File: src/rtl/serial_sub.sv
// Bit-serial two's-complement subtractor: one full-subtractor cell and a
// registered borrow produce D = A - B LSB first, with valid/ready on both sides.
module serial_sub #(
  parameter int WIDTH = 5
) (
  input  logic             clk,
  input  logic             reset,
  input  logic             in_valid,
  output logic             in_ready,
  input  logic [WIDTH-1:0] a,
  input  logic [WIDTH-1:0] b,
  output logic             out_valid,
  input  logic             out_ready,
  output logic [WIDTH-1:0] d,
  output logic             borrow_out,
  output logic             overflow
);

  localparam int CW = $clog2(WIDTH + 1);

  typedef enum logic [1:0] {IDLE, RUN, DONE} state_t;

  function automatic logic fs_diff(input logic ai, input logic bi, input logic bor);
    return ai ^ bi ^ bor;
  endfunction

  function automatic logic fs_borrow(input logic ai, input logic bi, input logic bor);
    return (~ai & bi) | (~(ai ^ bi) & bor);
  endfunction

  state_t           state_q;
  logic [WIDTH-1:0] a_q, b_q, d_q;
  logic [WIDTH-2:0] res_q;
  logic [CW-1:0]    cnt_q;
  logic             bor_q, a_msb_q, b_msb_q;
  logic             in_ready_q, out_valid_q, borrow_q, ovf_q;

  logic             diff_d, bor_d, last_bit;
  logic [WIDTH-1:0] res_d;

  // res_q only needs WIDTH-1 slots: the final diff bit completes the word
  // directly into d_q on the last RUN edge.
  assign diff_d   = fs_diff(a_q[0], b_q[0], bor_q);
  assign bor_d    = fs_borrow(a_q[0], b_q[0], bor_q);
  assign res_d    = {diff_d, res_q};
  assign last_bit = (cnt_q == CW'(WIDTH - 1));

  always_ff @(posedge clk or posedge reset) begin
    if (reset) begin
      state_q     <= IDLE;
      a_q         <= '0;
      b_q         <= '0;
      res_q       <= '0;
      d_q         <= '0;
      cnt_q       <= '0;
      bor_q       <= 1'b0;
      a_msb_q     <= 1'b0;
      b_msb_q     <= 1'b0;
      in_ready_q  <= 1'b1;
      out_valid_q <= 1'b0;
      borrow_q    <= 1'b0;
      ovf_q       <= 1'b0;
    end else begin
      case (state_q)
        IDLE: begin
          if (in_valid) begin
            a_q        <= a;
            b_q        <= b;
            bor_q      <= 1'b0;
            cnt_q      <= '0;
            a_msb_q    <= a[WIDTH-1];
            b_msb_q    <= b[WIDTH-1];
            in_ready_q <= 1'b0;
            state_q    <= RUN;
          end
        end
        RUN: begin
          a_q   <= a_q >> 1;
          b_q   <= b_q >> 1;
          bor_q <= bor_d;
          res_q <= res_d[WIDTH-1:1];
          cnt_q <= cnt_q + CW'(1);
          if (last_bit) begin
            d_q         <= res_d;
            borrow_q    <= bor_d;
            ovf_q       <= (a_msb_q ^ b_msb_q) & (diff_d ^ a_msb_q);
            out_valid_q <= 1'b1;
            state_q     <= DONE;
          end
        end
        DONE: begin
          if (out_ready) begin
            out_valid_q <= 1'b0;
            in_ready_q  <= 1'b1;
            state_q     <= IDLE;
          end
        end
        default: state_q <= IDLE;
      endcase
    end
  end

  assign in_ready   = in_ready_q;
  assign out_valid  = out_valid_q;
  assign d          = d_q;
  assign borrow_out = borrow_q;
  assign overflow   = ovf_q;

endmodule
File: config.mk
export PLATFORM = sky130hd
export DESIGN_NAME = serial_sub
export DESIGN_NICKNAME = d
export VERILOG_FILES = /design/src/rtl/serial_sub.sv
export SDC_FILE = /design/constraint.sdc
export NUM_CORES = 1
export LEC_CHECK = 0
export BUFFER_PORTS_ARGS = -buffer_cell sky130_fd_sc_hd__buf_2
export CAP_MARGIN = 20
export CORE_UTILIZATION = 40
export DETAILED_ROUTE_END_ITERATION = 8
export GPL_TIMING_DRIVEN = 0
export HOLD_SLACK_MARGIN = 0.08
export SETUP_SLACK_MARGIN = 0.2
export SLEW_MARGIN = 30
export SYNTH_ARGS = -nofsm -noshare
export SYNTH_HDL_FRONTEND = slang
export SYNTH_SLANG_ARGS = --single-unit
File: constraint.sdc
create_clock -name clk -period 2.12 [get_ports clk]
set_clock_uncertainty 0.05 [all_clocks]
set_input_delay 0.106 -clock clk [delete_from_list [all_inputs] [get_ports clk]]
set_output_delay 0.106 -clock clk [all_outputs]
set_load 0.01 [all_outputs]
; ---- Word-level counts from Yosys, hierarchy flattened
; Index checks and enable logic that the tools add are counted.
[op_classes]
n_eq_ne = 6
n_reduce_logical = 10
bitwise_logic = 10
n_mux = 17
addsub = 1
[op_table]
columns = operator, count
row1 = $pmux 5 s2, 2
row2 = $mux 5, 2
row3 = $reduce_and 3->1, 3
row4 = $mux 2, 3
row5 = $ne 2x2->1 const B, 3
row6 = $pmux 1 s2, 3
row7 = $pmux 2 s3, 1
row8 = $pmux 3 s2, 1
row9 = $reduce_and 2->1, 3
row10 = $reduce_bool 2->1, 3
row11 = $mux 1, 4
row12 = $xor 1x1->1, 4
row13 = $add 3x1->3 const B, 1
row14 = $and 1x1->1, 3
row15 = $eq 3x3->1 const B, 1
row16 = $mux 3, 1
row17 = $eq 2x1->1 const B, 1
row18 = $eq 2x2->1 const B, 1
row19 = $logic_not 2->1, 1
row20 = $not 1->1, 2
row21 = $or 1x1->1, 1
[totals]
reg_bits = 31
out_inout_bits = 9
word_cells = 57
input_bits = 14

; ---- Logic depth before layout (Yosys ltp)
[logic_depth]
word_depth = 5
depth_mapped = 6
ltp_nobuf = 5

; ---- Worst setup path after synthesis
; OpenSTA, ideal clock, no wires.
[synth_path]
kind = reg-to-reg
start = register a_q[0]
end = register ovf_q, in the netlist overflow
stages_incl_launch_ff = 5
synth_period_minus_slack_ns = 1.397
setup_time_ns = 0.083
path_buffers = 0
path_slack_ns = 0.723
t_arrival_ns = 1.265
required_ns = 1.987
path_cell_list = dfrtp_1 -> fa_1 -> nor2b_1 -> a21oi_1 -> o21ai_0
[synth_via]
elab_chain_len = 4
[synth_rtl]
columns = element, line_no
row1 = from (decl), 32  ; logic [WIDTH-1:0] a_q, b_q, d_q;
row2 = from (signal assigned), 78  ; a_q <= a_q >> 1;
row3 = $xor 1x1->1 (2 in series), 24  ; return ai ^ bi ^ bor;
row4 = net diff_d, 38  ; logic diff_d, bor_d, last_bit;
row5 = $xor 1x1->1, 86  ; ovf_q <= (a_msb_q ^ b_msb_q) & (diff_d ^ a_msb_q);
row6 = $and 1x1->1, 86
row7 = to (signal assigned), 86
row8 = to (decl), 36  ; logic in_ready_q, out_valid_q, borrow_q, ovf_q;
; The timed path passes the listed nets, and every way through them passes these cells.
; A chain may end at the register's enable or synchronous reset.

; ---- Worst setup path after layout
; Ends and elaborated chain as after synthesis.

==> flow_summary.ini <==
[critical_path]
end_kind = flop
slowest_delay_ns = 0.62
slowest_stage = fa_1
cp_data_required_time_ns = 2.33
crit_arrival_ns = 1.72
cp_max_fo = 4
critPathKind = reg2reg
worst_setup_path_start_kind = flop
crit_chain = fa_1, nor2b_1, a21oi_1, o21ai_0
ff2ff_setup_slack_ns = 0.62

[routing]
antenna_left = 0
top_layer = met4
drt-met1-wl_mm = 1.280
wl_per_cell_um = 12.55
drt_first_pass_iters = 4
wl_met2_mm = 1.260
drt-initial-drc-count = 47
wl_met3_um = 139
drcViolationCount = 0
detail_route.vias_per_cell = 4.829
wirelength_mm = 2.710
vias = 1043

[sta]
final-hold-violation-count = 0
finalCritPeriodShare_pct = 70.90
final_max_slew_viol_count = 0
setup-violations-final = 0
rsz0062_at_grt = no
tightest_slew_ns = 0.6332
period_minus_slack_ns = 1.503
tns_ns = 0
fmax_ghz = 0.6653
setup_ws_ns = 0.6170
relSlewSlack_pct = 57.73

[flow_run]
maxCapViolations = 0

[logic_synthesis]
yosysMostFrequentCell = dfrtp_1
synth_ff_type = dfrtp_1
netlist_top_cells_count = dfrtp_1 (30), nand2_1 (27), o21ai_0 (18)
syn-num-nets = 151
syn_avg_cell_area_sq_um = 10.54
syn-instance-count = 134
synth_seq_area_share_pct = 55.00
synthTopCellsByArea = dfrtp_1 (53%), nand2_1 (7.2%), o21ai_0 (6.4%)
syn_area_sq_mm = 0.001413
synth_cell_types = 25
async_reset_ff_share_pct = 100.0
ys_ff_latch = 31
yosysWarnings = 0
synth-edff-count = 0
synth_largest_area_cell = dfrtp_1
synth_top_area_share_pct = 53.14

[placement]
place_ws_ns = 0.6114
dp_cells = 202
io_buffers = 22
gp_congestion = 0.7403
place_hpwl_mm = 1.894

[clock_tree]
cts-root-buf = clkbuf_4
cts_tree = built
cts_max_level = 2
clkSinkCount = 31
numCtsBuffers = 5
cts_resized = 0
clock_latency_ns = 0.33
clockBufferDepth = 2
path_clk_slew_ns = 0.10

[die]
start_util_pct = 42.00
die_h_um = 61.43
ios = 23
die_width_um = 61.43
rows = 21
dieArea_sq_mm = 0.003773
coreArea_sq_mm = 0.003363

[layout]
antenna_cells = 0
fin_nets = 186
areaGrowthSynthToFinish_pct = 22.23
drive_above_1_share_pct = 25.88
ff_latch_area_sq_um = 777.0
final_util_pct = 51.34
fillers = 345
multi_input_area_sq_um = 570.5
instances_no_fill = 216

[global_routing]
grtUsageTotal_pct = 17.25
grt_max_degree = 32
grt_pass1_vias = 1013
globalRoute.totalOverflow = 0
grt_pass1_wl_mm = 4.547
antenna_found_initial = 0

[power_and_ir_drop]
power_leakage_nw = 0.8546
ir_worst_vdd_uv = 567.1
p_per_area_mw_per_mm2 = 1398

[worst_hold_path]
hold_path.class = in2reg

[status]
status = finished clean
worst paths after layout:
path,from,to,cells past startpoint
setup / recovery,a_q[0]$_DFFE_PP0P_,overflow$_DFFE_PP0P_,4
hold / removal,b[0],b_q[0]$_DFFE_PP0P_,4
setup reg to reg,a_q[0]$_DFFE_PP0P_,overflow$_DFFE_PP0P_,4
hold reg to reg,borrow_out$_DFFE_PP0P_,borrow_out$_DFFE_PP0P_,2
max in group asynchronous,reset,state_q[0]$_DFFE_PP0P_,3
min in group asynchronous,reset,out_valid$_DFFE_PP0P_,3
final cells by class:
type,instances,share of cell area [%]
multi-input cells,90,33.04
well taps,46,3.333
clock buffers,6,2.971
inverters,7,1.522
clock inverters,2,2.029
plain buffers,6,2.246
flip-flops and latches,31,45.00
repair buffers,28,9.855
sequential cells by signal, summed over array words and instances, names as in the netlist:
register    count
overflow        1
a_q             5
state_q         2
a_msb_q         1
out_valid       1
bor_q           1
b_msb_q         1
borrow_out      1
d               5
res_q           4
cnt_q           3
in_ready        1
b_q             5
placed cells by master, fill, tap and decap left out, types with 2 or more instances in the layout:
| cell | count |
|---|---|
| and2b_1 | 2 |
| clkbuf_4 | 5 |
| buf_2 | 23 |
| dfrtp_1 | 30 |
| ha_1 | 2 |
| mux2_2 | 4 |
| buf_4 | 2 |
| mux2_4 | 4 |
| and3b_1 | 6 |
| o21ai_0 | 18 |
| a21oi_1 | 9 |
| nand2_1 | 27 |
| a22o_1 | 2 |
| inv_1 | 6 |
| nand2b_1 | 2 |
| dlygate4sd3_1 | 6 |
| clkbuf_1 | 2 |
| a22oi_1 | 2 |
| nor2b_1 | 6 |
routing by layer:
layer,vias to the layer above,GRT usage (%)
li1,519,-
met1,497,21.64
met2,23,26.86
met3,4,6.303
met4,0,7.619
met5,-,0
kinds of logic (layout without fill, tap and decap cells):
logic type	after synthesis	count (layout)	synth area share [%]
buf+inv	13	49	4.606
compound gates	33	33	12.84
fa+ha+maj	3	3	3.188
flops	31	31	55.00
simple gates	46	46	16.92
mux	8	8	7.440
report_power, final:
group          total, mW  internal, mW  switching (mW)  leakage (nW)
Combinational      0.909         0.446           0.463         0.417
Clock              0.487         0.279           0.208        0.0482
Sequential          1.02         0.845           0.174         0.389
metrics by stage:
step	cell area, sq um	hold WS, ns	total power, mW
final	1727	0.1336	2.414
after global routing	1727	0.1691	2.618
after CTS	1727	0.1194	2.441
after floorplan	1413	0.1588	1.668
after detailed placement	1580	0.1781	1.944
after global placement	1580	0.2850	1.901
critical path: cells and delay by family, from the launching register on:
family          cells  cell delay (ns)
compound gates      2             0.21
fa+ha+maj           1             0.62
flops               1             0.42
simple gates        1             0.15
timing repair:
item / CTS / global route
setup buffers: 0 / 0
hold buffers: 6 / 0
endpoints found under the hold margin: 38 / 0
Note: power is estimated with default switching activity, not from simulation.
